--- src/rtl/libstf_pkg.sv ---
// libstf: shared stream-framework types and helpers.
//   VADDR_BITS      - virtual address width
//   vaddress_t      - virtual address / region length
//   data32_t        - 32-bit data word (request sizes)
//   stf_chunk_bytes - largest read starting at addr that neither exceeds
//                     remaining nor crosses a max_bytes-aligned boundary
package libstf;

    localparam int VADDR_BITS = 48;

    typedef logic [VADDR_BITS-1:0] vaddress_t;
    typedef logic [31:0]           data32_t;

    // max_bytes must be a power of two; the room to the next boundary is
    // derived with a mask rather than a modulo.
    function automatic vaddress_t stf_chunk_bytes(input vaddress_t addr,
                                                  input vaddress_t remaining,
                                                  input vaddress_t max_bytes);
        vaddress_t room;
        room = max_bytes - (addr & (max_bytes - vaddress_t'(1)));
        return (remaining < room) ? remaining : room;
    endfunction

endpackage

--- src/rtl/mem_read_config_i.sv ---
// Read request configuration port of the memory read DMA.
//   vaddr/size - read request, valid/ready handshake
//   modport m: requester side, modport s: DMA side
interface mem_read_config_i
    import libstf::*;
(
    input logic clk,
    input logic rst_n
);
    vaddress_t vaddr;
    data32_t   size;
    logic      valid;
    logic      ready;

    modport m (output vaddr, output size, output valid, input ready);
    modport s (input vaddr, input size, input valid, output ready);

    // A request offered but not taken stays put until it is taken.
    a_rd_hold: assert property (@(posedge clk) disable iff (!rst_n)
        (valid && !ready) |=> (!rst_n || (valid && $stable(vaddr) && $stable(size))));

endinterface

--- src/rtl/stream_buffer_link_i.sv ---
// Region token link from the stream buffer writer to a reader.
//   vaddr/size/last - region descriptor, valid/ready handshake
//   modport m: writer side, modport s: reader side
interface stream_buffer_link_i
    import libstf::*;
(
    input logic clk,
    input logic rst_n
);
    vaddress_t vaddr;
    vaddress_t size;
    logic      last;
    logic      valid;
    logic      ready;

    modport m (output vaddr, output size, output last, output valid, input ready);
    modport s (input vaddr, input size, input last, input valid, output ready);

    // A token offered but not taken stays put until it is taken.
    a_link_hold: assert property (@(posedge clk) disable iff (!rst_n)
        (valid && !ready) |=> (!rst_n || (valid && $stable(vaddr) && $stable(size) && $stable(last))));

endinterface

--- src/rtl/stream_buffer_read_issuer.sv ---
// stream_buffer_read_issuer
// Turns each completed region token from the stream buffer writer into a
// series of DMA read requests, each at most MAX_READ_BYTES long and never
// crossing a MAX_READ_BYTES-aligned boundary.
// Ports:
//   clk, rst_n - clock, synchronous active-low reset
//   link       - region tokens {vaddr, size, last} in (valid/ready)
//   rd_cfg     - read requests {vaddr, size} out (valid/ready)
//   busy       - a token is held and chunks are still pending
//   done       - one-cycle pulse after the last token of a stream completes
// MAX_READ_BYTES must be a power of two in [64, 2^31].
module stream_buffer_read_issuer
    import libstf::*;
#(
    parameter longint unsigned MAX_READ_BYTES = 4096
) (
    input  logic                 clk,
    input  logic                 rst_n,
    stream_buffer_link_i.s       link,
    mem_read_config_i.m          rd_cfg,
    output logic                 busy,
    output logic                 done
);

    localparam vaddress_t MAX_V = vaddress_t'(MAX_READ_BYTES);

    typedef enum logic {
        IDLE,
        ISSUE
    } state_t;

    state_t    state, state_nxt;
    vaddress_t cur_addr;
    vaddress_t remaining;
    logic      last_q;
    logic      done_nxt;
    logic      load;
    logic      advance;
    logic      link_hs;
    vaddress_t chunk;

    // Computed purely from registers, so the request stays stable while
    // the DMA stalls.
    assign chunk = stf_chunk_bytes(cur_addr, remaining, MAX_V);

    assign link.ready   = rst_n && (state == IDLE);
    assign link_hs      = link.valid && link.ready;
    assign rd_cfg.valid = (state == ISSUE);
    assign rd_cfg.vaddr = cur_addr;
    // chunk <= MAX_READ_BYTES <= 2^31, so it always fits.
    assign rd_cfg.size  = data32_t'(chunk);
    assign busy         = (state == ISSUE);

    always_comb begin
        state_nxt = state;
        done_nxt  = 1'b0;
        load      = 1'b0;
        advance   = 1'b0;
        case (state)
            IDLE: begin
                if (link_hs) begin
                    if (link.size != '0) begin
                        load      = 1'b1;
                        state_nxt = ISSUE;
                    end else begin
                        // Empty region: nothing to read, but it may still
                        // terminate the stream.
                        done_nxt = link.last;
                    end
                end
            end
            ISSUE: begin
                if (rd_cfg.ready) begin
                    advance = 1'b1;
                    if (remaining == chunk) begin
                        state_nxt = IDLE;
                        done_nxt  = last_q;
                    end
                end
            end
            default: state_nxt = IDLE;
        endcase
    end

    always_ff @(posedge clk) begin
        if (!rst_n) begin
            state <= IDLE;
            done  <= 1'b0;
        end else begin
            state <= state_nxt;
            done  <= done_nxt;
        end
    end

    // Datapath needs no reset: it is only observed in ISSUE, which is
    // entered through a load.
    always_ff @(posedge clk) begin
        if (load) begin
            cur_addr  <= link.vaddr;
            remaining <= link.size;
            last_q    <= link.last;
        end else if (advance) begin
            cur_addr  <= cur_addr + chunk;
            remaining <= remaining - chunk;
        end
    end

    a_chunk_nonzero: assert property (@(posedge clk) disable iff (!rst_n)
        (state == ISSUE) |-> (chunk != '0));

    a_chunk_max: assert property (@(posedge clk) disable iff (!rst_n)
        (state == ISSUE) |-> (chunk <= MAX_V));

    a_no_cross: assert property (@(posedge clk) disable iff (!rst_n)
        (state == ISSUE) |-> (((cur_addr & (MAX_V - vaddress_t'(1))) + chunk) <= MAX_V));

endmodule

--- src/flat_wrapper.sv ---
// flat-port wrapper written by rule: the top's interface ports become plain ports
module stream_buffer_read_issuer_flat import libstf::*;
#(
    parameter longint unsigned MAX_READ_BYTES = 4096
)
  (clk, rst_n, busy, done, link_vaddr, link_size, link_last, link_valid, link_ready, rd_cfg_vaddr, rd_cfg_size, rd_cfg_valid, rd_cfg_ready);
  stream_buffer_link_i link_i (.clk(clk), .rst_n(rst_n));
  mem_read_config_i rd_cfg_i (.clk(clk), .rst_n(rst_n));
  input  logic clk;
  input  logic rst_n;
  output logic busy;
  output logic done;
  input wire logic [$bits(link_i.vaddr)-1:0] link_vaddr;
  input wire logic [$bits(link_i.size)-1:0] link_size;
  input wire logic [$bits(link_i.last)-1:0] link_last;
  input wire logic [$bits(link_i.valid)-1:0] link_valid;
  output wire logic [$bits(link_i.ready)-1:0] link_ready;
  output wire logic [$bits(rd_cfg_i.vaddr)-1:0] rd_cfg_vaddr;
  output wire logic [$bits(rd_cfg_i.size)-1:0] rd_cfg_size;
  output wire logic [$bits(rd_cfg_i.valid)-1:0] rd_cfg_valid;
  input wire logic [$bits(rd_cfg_i.ready)-1:0] rd_cfg_ready;
  assign link_i.vaddr = link_vaddr;
  assign link_i.size = link_size;
  assign link_i.last = link_last;
  assign link_i.valid = link_valid;
  assign link_ready = link_i.ready;
  assign rd_cfg_vaddr = rd_cfg_i.vaddr;
  assign rd_cfg_size = rd_cfg_i.size;
  assign rd_cfg_valid = rd_cfg_i.valid;
  assign rd_cfg_i.ready = rd_cfg_ready;
  stream_buffer_read_issuer #(.MAX_READ_BYTES(MAX_READ_BYTES)) u_core (.clk(clk), .rst_n(rst_n), .link(link_i), .rd_cfg(rd_cfg_i), .busy(busy), .done(done));
endmodule
--- config.mk ---
export PLATFORM = sky130hd
export DESIGN_NAME = stream_buffer_read_issuer_flat
export DESIGN_NICKNAME = d
export VERILOG_FILES = /design/src/rtl/libstf_pkg.sv /design/src/rtl/mem_read_config_i.sv /design/src/rtl/stream_buffer_link_i.sv /design/src/rtl/stream_buffer_read_issuer.sv /design/src/flat_wrapper.sv
export SDC_FILE = /design/constraint.sdc
export NUM_CORES = 1
export LEC_CHECK = 0
export ABC_AREA = 1
export CORE_UTILIZATION = 56
export CTS_BUF_LIST = sky130_fd_sc_hd__clkbuf_2
export DETAILED_ROUTE_END_ITERATION = 8
export GPL_TIMING_DRIVEN = 0
export PLACE_DENSITY = 0.83
export SYNTH_ARGS = -nofsm -noshare
export SYNTH_HDL_FRONTEND = slang
export SYNTH_SLANG_ARGS = --single-unit
--- constraint.sdc ---
create_clock -name clk -period 8.35 [get_ports clk]
set_input_delay 1.67 -clock clk [delete_from_list [all_inputs] [get_ports clk]]
set_output_delay 1.67 -clock clk [all_outputs]
set_load 0.05 [all_outputs]
==> metrics.md, run 1 <==
| Metric | Value |
|---|---|
| Worst Setup Start Kind | flip-flop |
| Final setup viols | 0 |
| CTS Root Cell | clkbuf_2 |
| Setup Fix Bufs, Post-CTS | 0 |
| Mapped Cells | 1958 |
| Final #Nets | 2363 |
| Unrepaired setup endpoints after global routing | no |
| Total negative slack | 0 ns |
| Cell area after synthesis | 11600 sq um |
| Final RePlAce weighted congestion | 1.02 |
| First-pass GRT wire length | 64500 um |
| Total CTS buffers | 9 |
| Die area | between 20000 and 25000 sq um |
| Post-route ant nets | 0 |
| Reg clk slew, reported paths | about 0.33 ns |
| MaxCap Viol Count | 0 |
| CTS tree | done |
| IO Count | 185 |
| Yosys top cell area share | 0.251 |
| Placed Area | 13800 sq um |
| Hold_ws | roughly 0.58 ns |
| # fillers | 1872 |
| Final wirelength | a little over 40000 um |
| Post-detail-place hpwl | 33800 um |
| Max VDD drop | 0.216 mV |
| Gr usage total | 0.390 |
| Max clock buf depth | 2 |
| Yosys warning count | 0 |
| Clk sink count | 99 |
| Slew HR | 0.380 |
| Placed cells | 2446 |
| Avg Inst Size Synth | 5.92 sq um |
| Synth top area cells | edfxtp_1 25%, nand2_1 25%, inv_1 11%, ha_1 7.9%, nand3_1 6.6% |
| Area delta synth->final | 20.1% |
| Period utilisation layout | 0.793 |
| Die Wd | 146 um |
| Sequential Area | 2950 sq um |
| Total core area | 20200 sq um |
| Final hold violations | 0 |
| Drt drc | 0 |
| Commonest non-fill, non-tap cell in the layout | nand2_1 |
| Starting Density | 0.572 |
| Final std cells w/o fill | about 2500 |
| H-tree depth | 3 |
| Commonest cells after routing, fill and taps aside | 774 x nand2_1, 352 x inv_1, 188 x nor2_1 |
| Overflow after GRT | 0 |
| Post-synth cell types | 38 |
| Pin count of the biggest net entering global routing | 57 |
| Endpoint class of the critical path | output port |
| Port bufs | 165 |
| Slew Viols, Final | 0 |
| Min Tclk post-route | 6.62 ns |
| CTS Hold Buffers Added | 0 |
| Min-Delay Path Class | flip-flop to flip-flop |
| Sequential cell area fraction in the yosys report | 0.255 |
| Slew @ Worst Pin | 0.923 ns |
| DRT iter0 DRCs | 1255 |
| Synth Register Bits | 99 |
| Post-CTS sizing | 0 |
| Num rows | 52 |
| FMAX | 151 MHz |
| Fin area | 13900 sq um |
| Required @ worst endpoint | about 6.7 ns |
| WL/cell | 16.6 um |
| Pwr Density | 237 nW/um^2 |
| Setup Skew | 0.0585 ns |
| Pleak | 7.01 nW |
| Antenna violations before repair | 1 |
| Die Height | 146 um |
| Setup CP Type | flip-flop to output port |
| Worst skew pair latency | a little over 0.7 ns |
| Via/cell ratio | 5.39 |
| R2r setup slk | 2.60 ns |
| TritonRoute pass-1 iters | 6 |
| Status | completed |
| Cell taking the most area after synthesis | edfxtp_1 |
| Multi-input combinational cell area | 7190 sq um |
| Vias | 13300 |
| Vias in the first global route | 12700 |
| Worst Path Max Fanout | 10 |
| Tot Pwr | 3.30 mW |
| Crit path DAT | ~5.0 ns |
| Ratio of cells with drive above 1 in the final layout | 0.0424 |
## per-layer routing
layer	track usage	wire length, um	share of wire
met1	0.462	16200	0.40
met2	0.696	19900	0.49
met3	0.0583	3060	0.075
met4	0.171	1700	0.042
met5	0	0	0
## cell type report
| class | count | area share |
|---|---|---|
| clock buffers | 9 | 0.00324 |
| flip-flops and latches | 99 | 0.212 |
| repair buffers | 166 | 0.120 |
| clock inverters | 7 | 0.00495 |
| plain buffers | 43 | 0.0199 |
| multi-input cells | 1505 | 0.517 |
| inverters | 363 | 0.0979 |
| well taps | 270 | 0.0243 |
| diodes | 1 | 0.000180 |
## worst max-delay path, cell delays in order, from the launching register on
cell             delay [ns]
edfxtp_1               0.57
inv_1                  0.11
ha_1                   0.19
nand2_1                0.10
nor3_1                 0.26
nand2_1                0.09
nor2_1                 0.26
xor2_1                 0.25
inv_1                  0.07
ha_1                   0.18
a21o_1                 0.19
nand3_1                0.08
a21oi_1                0.08
nor3_2                 0.27
nand2_2                0.19
buf_6                  0.19
o21ai_2                0.31
clkdlybuf4s50_1        0.88
## where the power goes
part,internal [mW],total (mW),switching (mW),leakage (nW)
Clock,0.0685,0.278,0.210,0.0693
Combinational,0.740,2.23,1.49,6.01
Sequential,0.695,0.793,0.0988,0.934
## registers in the layout, summed over array words and instances, names as in the netlist
signal	flops
u_core.remaining	48
u_core.done	1
u_core.last_q	1
u_core.busy	1
u_core.rd_cfg.vaddr	48
## metrics by stage
stage,worst slack [ns],utilization
global placement,0.949,0.680
floorplan,2.95,-
global route,1.45,0.687
finish,1.73,0.687
detailed placement,2.64,0.682
CTS,1.85,0.687
## logic make-up after synthesis
| family | after synthesis | share of synthesized area |
|---|---|---|
| flops | 99 | 0.255 |
| simple gates | 1226 | 0.438 |
| xor+xnor | 33 | 0.0250 |
| buf+inv | 406 | 0.142 |
| compound gates | 118 | 0.0578 |
| fa+ha+maj | 75 | 0.0823 |
| other cells | 1 | 0.000324 |
## cell usage after synthesis
cell	n
or2_0	1
nor3_2	2
nand4_1	42
dfxtp_1	2
and2_1	3
a211oi_1	1
clkbuf_2	1
nand2_1	775
a21oi_1	46
nor4_1	8
inv_1	352
ha_1	73
nand3b_1	14
o21ai_0	44
or2_2	6
a21boi_0	1
buf_6	3
or2_1	1
buf_2	13
nand2_2	3
o21ai_1	2
edfxtp_1	97
buf_4	20
nor2_1	188
clkbuf_1	6
a21o_1	2
nor3b_1	2
nor3b_2	1
inv_2	11
o21bai_1	11
xnor2_1	19
nand3_1	152
conb_1	1
fa_1	2
xor2_1	14
nor2_2	5
nor3_1	23
o21ai_2	11
## final timing paths
check,start,end,cells after the start
max,u_core.rd_cfg.vaddr[1],rd_cfg_size[5],17
min,u_core.busy,u_core.busy,2
max reg2reg,u_core.rd_cfg.vaddr[1],u_core.remaining[14],27
min reg2reg,u_core.busy,u_core.busy,2
(Power assumes the default switching activity.)
==> run 2: changes to the inputs <==
- clock period: 8.35 -> 6.9 ns (I/O delays scaled with it)
==> results of run 2 <==
The final DEF is identical to that of run 1. Status: completed.
Main changes from that run: setup slack after placement 2.64 ns -> 1.37 ns; setup slack after layout 1.73 ns -> 0.570 ns; register-to-register setup slack 2.60 ns -> 1.15 ns; total power 3.30 mW -> 4.00 mW; worst IR drop on VDD 0.216 mV -> 0.262 mV
==> run 3: changes to the inputs <==
- GPL_ROUTABILITY_DRIVEN: default -> 0
==> run 3 against run 2 <==
  * Non-clock buffer count unchanged
  * Clock skew fell by 0.033 ns
  * Global-route usage decreased by 3.4 points
  * Wire length is 8.8% lower
  * Clock power increased by 20%
  * Maximum frequency up 1.2%
  * Design area up 0.43%
  * Critical path type unchanged
  * Largest power group unchanged
  * Highest routed layer unchanged
==> metrics.md, run 3 (synthesized netlist as in run 1, its figures left out) <==
| Metric | Value |
|---|---|
| Via/cell ratio | 5.37 |
| Net Sw Frac | 0.528 |
| Min-Delay Path Class | flip-flop to flip-flop |
| Post-CTS sizing | 0 |
| Worst Path Max Fanout | 10 |
| Worst Hold End | u_core.busy |
| Worst skew pair latency | around 0.69 ns |
| CTS Root Cell | clkbuf_2 |
| Crit path DAT | between 4 and 5 ns |
| Setup CP Type | flip-flop to output port |
| Clock power share | 0.101 |
| Cell depth of the worst flop-to-flop path | 29 |
| Vias in the first global route | 12500 |
| Pwr Density | roughly 290 nW/um^2 |
| Vias | 13200 |
| Max VDD drop | 0.185 mV |
| Total negative slack | 0 ns |
| R2r setup slk | 1.34 ns |
| Flop pwr share | 0.237 |
| H-tree depth | 3 |
| Gr usage total | 0.356 |
| Post-route ant nets | 0 |
| Setup Fix Bufs, Post-CTS | 0 |
| Final std cells w/o fill | 2463 |
| Final hold violations | 0 |
| Slew Viols, Final | 0 |
| Setup Skew | 0.0254 ns |
| Status | completed |
| Total CTS buffers | 9 |
| Starting Density | 0.572 |
| Unrepaired setup endpoints after global routing | no |
| Buf/Inv on CP | 4 |
| Period utilisation layout | 0.907 |
| Int Pwr | 1.89 mW |
| FMAX | 160 MHz |
| TritonRoute pass-1 iters | 6 |
| Min Tclk post-route | 6.26 ns |
| WL/cell | 15.1 um |
| Clk sink count | ~100 |
| Num rows | 52 |
| Finished Core Util | 0.690 |
| Pleak | around 7.0 nW |
| Endpoint class of the critical path | output port |
| Slowest stage cell, crit path | clkdlybuf4s50_1 |
| Post-detail-place hpwl | 30700 um |
| Net Sw Power | 2.12 mW |
| Total core area | 20200 sq um |
| Area delta synth->final | 20.6% |
| Critical R2R Launch | u_core.rd_cfg.vaddr[1] |
| IO Count | 185 |
| First-pass GRT wire length | 60000 um |
| Hold_ws | ~0.59 ns |
| Worst Setup Start Kind | flip-flop |
| Die Height | 146 um |
| Port bufs | about 170 |
| Placement Setup Slack | 1.47 ns |
| Slew @ Worst Pin | 0.950 ns |
| Commonest non-fill, non-tap cell in the layout | nand2_1 |
| Max clock buf depth | 2 |
| Required @ worst endpoint | approximately 5.5 ns |
| Startpoint of the worst hold path | u_core.busy |
| Placed Area | 13800 sq um |
| Pin count of the biggest net entering global routing | 64 |
| Crit path largest cell delay | 0.87 ns |
| Die area | 21300 sq um |
| Final wirelength | about 37000 um |
| Ratio of cells with drive above 1 in the final layout | 0.0429 |
| Slew HR | 0.362 |
| CTS tree | done |
| Final #Nets | approximately 2400 |
| Antenna violations before repair | 2 |
| Fin area | 14000 sq um |
| Drt drc | 0 |
| MaxCap Viol Count | 0 |
| Placed cells | 2446 |
| Hold Crit Depth | 2 |
| Worst R2R End | u_core.rd_cfg.vaddr[32] |
| Logic pwr share | 0.662 |
| Delay-heaviest family, CP | buffers and inverters |
| Die Wd | 146 um |
| Reg clk slew, reported paths | 0.31 ns |
| Final setup viols | 0 |
| Tot Pwr | 4.01 mW |
| Critical path cell sequence | inv_1, ha_1, nand2_1, nor3_1, nand2_1, nor2_1, xor2_1, inv_1, ha_1, a21o_1, nand3_1, a21oi_1, nor3_2, nand2_2, buf_6, o21ai_1, clkdlybuf4s50_1 |
| Commonest cells after routing, fill and taps aside | 774 x nand2_1, 352 x inv_1, 188 x nor2_1 |
| PnR worst setup slack | 0.642 ns |
| DRT iter0 DRCs | 1345 |
| Overflow after GRT | 0 |
| CTS Hold Buffers Added | 0 |
[run 3: changes by cell type in the layout (fill, tap and decap cells not counted)]
cell and delta:
bufinv_16 +2, inv_6 +2, buf_12 -1, buf_16 +1
clkinv_1 -1, clkinv_2 -1, clkinv_4 -1, clkinvlp_4 -1
[run 3: power by group through the flow]
stage,registers (mW),logic (mW),clock network [mW]
after floorplan,1.11,1.70,0
after global placement,0.965,2.49,0
after detailed placement,0.960,2.55,0
after CTS,0.947,2.56,0.398
after global routing,0.963,2.91,0.417
final,0.952,2.66,0.404
[run 3: final cells by class]
class                           count  area, sq um
Tap cell                          270          338
Inverter                          363         1360
Fill cell                        1852         6260
Antenna cell                        1         2.50
Buffer                             43          277
Sequential cell                    99         2950
Multi-Input combinational cell   1505         7190
Timing Repair Buffer              166         1680
Clock inverter                      7          121
Clock buffer                        9         45.0
[run 3: worst max path at each step]
stage                                start  cells past startpoint                 endpoint  slack (ns)
floorplan           u_core.rd_cfg.vaddr[0]                     29  u_core.rd_cfg.vaddr[32]        1.73
global placement             link_size[47]                      8  u_core.rd_cfg.vaddr[23]       0.004
detailed placement  u_core.rd_cfg.vaddr[1]                     28  u_core.rd_cfg.vaddr[16]        1.47
CTS                 u_core.rd_cfg.vaddr[1]                     17           rd_cfg_size[0]        0.68
global route        u_core.rd_cfg.vaddr[1]                     17           rd_cfg_size[0]        0.38
finish              u_core.rd_cfg.vaddr[1]                     17           rd_cfg_size[0]        0.64
[run 3: worst min-delay path, stage by stage (launching register included)]
cell and delay, ns:
dfxtp_1 0.45, nand2_1 0.10, a21oi_1 0.06
[run 3: per-layer routing]
layer | GRT usage | vias up | part of all wire
li1 | - | 6533 | -
met5 | 0 | - | 0
met3 | 0.0517 | 172 | 0.085
met2 | 0.616 | 698 | 0.47
met4 | 0.206 | 0 | 0.058
met1 | 0.420 | 5823 | 0.38
==> RTL change (settings of run 2) <==
`VADDR_BITS`: 48 -> 24.
--- a/src/rtl/libstf_pkg.sv
+++ b/src/rtl/libstf_pkg.sv
@@ -7,5 +7,5 @@
 package libstf;
 
-    localparam int VADDR_BITS = 48;
+    localparam int VADDR_BITS = 24;
 
     typedef logic [VADDR_BITS-1:0] vaddress_t;
Interface: changed (resized link_size, link_vaddr and rd_cfg_vaddr); port bits go from 185 to 113. The function was not compared with the original's and may differ.
==> RTL change against run 2 <==
  * Clock power down 56%
  * Setup slack better by 0.56 ns
  * Synthesized area down 47%
  * Register-to-register slack better by 1.1 ns
  * Hold slack worse by 0.014 ns
  * First-iteration DRC count down 62%
  * Cell area down 46%
  * Routed wire length down 57%
  * Die area down 46%
  * Sequential share of layout area down 1.0 points
  * Total power down 48%
  * Sequential cell count down 48
  * Count of clock-buffer cells in the layout down 4
==> RTL change: results (changes against run 2) <==
Power and ir drop
  – Seq power: 496 uW (-48%)
  – VDD IR-drop max: 157 uV (-40%)
  – Clk. pwr: 148 uW (-56%)
  – Sw Share: 53.8% (-0.72 points)

Run status
  – Status: finished clean

Logic synthesis
  – Largest cells by area after synthesis: nand2_1 25%, edfxtp_1 24%, ha_1 10%, inv_1 9.7%, nand3_1 6.2%
  – Register area share after synthesis: 24.5% (-0.96 points)
  – Synth Area in XOR/XNOR: 2.13% (-0.36 points)
  – Commonest cells in the synthesized netlist: 407 x nand2_1, 159 x inv_1, 82 x nor2_1
  – Synth cell types: 39 (+2.6%)
  – EDFF count, synth: 49 (-49%)
  – Post-synthesis adder-cell area fraction: 10.6% (+2.4 points)

Placed design
  – Input/output buffers: 93 (-44%)
  – Hpwl dp: 14.6 mm (-57%)
  – Worst slack, placed: 1.81 ns (+0.437 ns)

Global route
  – Gr usage total: 32.0% (-7.0 points)
  – Largest net degree at the start of global routing: 18 (-68%)
  – Vias in the first global route: 5881 (-54%)

Critical path
  – R2R cell count: 25 (-7.4%)
  – Flop2flop setup slack: 2.21 ns (+1.06 ns)
  – R2R Path End: u_core.rd_cfg.vaddr[12]
  – CP arrival: 4.39 ns (-0.56 ns)

Layout
  – Reg area: 0.00151 sq mm (-49%)
  – Layout non-clock buf frac: 16.5% (+2.5 points)
  – Repair and plain buffers: 129 (-38%)
  – Filler instances: 985 (-47%)
  – Share of cells above drive strength 1: 6.60% (+2.4 points)
  – ClkCell Share: 0.652% (-0.17 points)
  – Multi-input comb cells: 785 (-48%)
  – Multi-input combinational area share: 52.1% (+0.41 points)
  – Layout Cells excl Fill: 1274 (-48%)

Routing
  – Router iterations before antenna repair: 7 (+1)

STA
  – Clock skew: 0.0499 ns (-0.00859 ns)
  – Slew headroom: 48.9% (+11 points)
  – Fmax: 173 MHz (+9.7%)

CTS
  – H-tree levels: 2 (-1)
==> RTL change: changes by cell type after synthesis, moves of 11 or more <==
cell             run 2  this run
nor2_1             188        82
nor3_1              23         6
nand3_1            152        76
a21oi_1             46        26
xnor2_1             19         7
nand2_1            775       407
o21bai_1            11         0
o21ai_0             44        21
buf_2               13         2
inv_1              352       159
nand4_1             42        16
ha_1                73        49
edfxtp_1            97        49
==> RTL change: per-stage QoR <==
step / area, sq um / hold slack (ns) / TNS, ns / utilization, %
6_report: 7480 / 0.565 / 0 / 71.2
5_1_grt: 7480 / 0.592 / 0 / 71.2
4_1_cts: 7480 / 0.561 / 0 / 71.2
3_5_place_dp: 7430 / 0.529 / 0 / 70.7
3_3_place_gp: 7370 / 0.525 / -40.18 / 70.1
2_1_floorplan: 6260 / 0.582 / 0 / -
==> RTL change: critical path, cell delays in order (launching register included) <==
cell	delay, ns
edfxtp_1	0.55
inv_1	0.11
ha_1	0.28
nand2_1	0.08
nor2_1	0.22
nand3_1	0.19
nor2_1	0.12
nand3_1	0.13
ha_1	0.21
nor4_1	0.21
nand2_1	0.11
nor2_2	0.14
nand2_2	0.08
buf_6	0.15
buf_12	0.15
o21ai_2	0.28
clkdlybuf4s50_1	0.87
==> RTL change: cells by family (layout without fill, tap and decap cells) <==
family,count (synthesis),after routing
DFF,51,51
and+or+nand+nor,627,627
xor gates and xnor gates,15,15
AOI/OAI and AO/OA,63,63
buffers and inverters,198,301
adders and majority gates,51,51
other,1,30
==> RTL change: per-layer routing <==
metal,share of wire [%],GRT usage [%],vias up
met5,0,0,-
met4,2.5,9.30,0
met3,8.4,4.80,28
met2,44,51.2,261
met1,46,44.6,2935
li1,-,-,3371
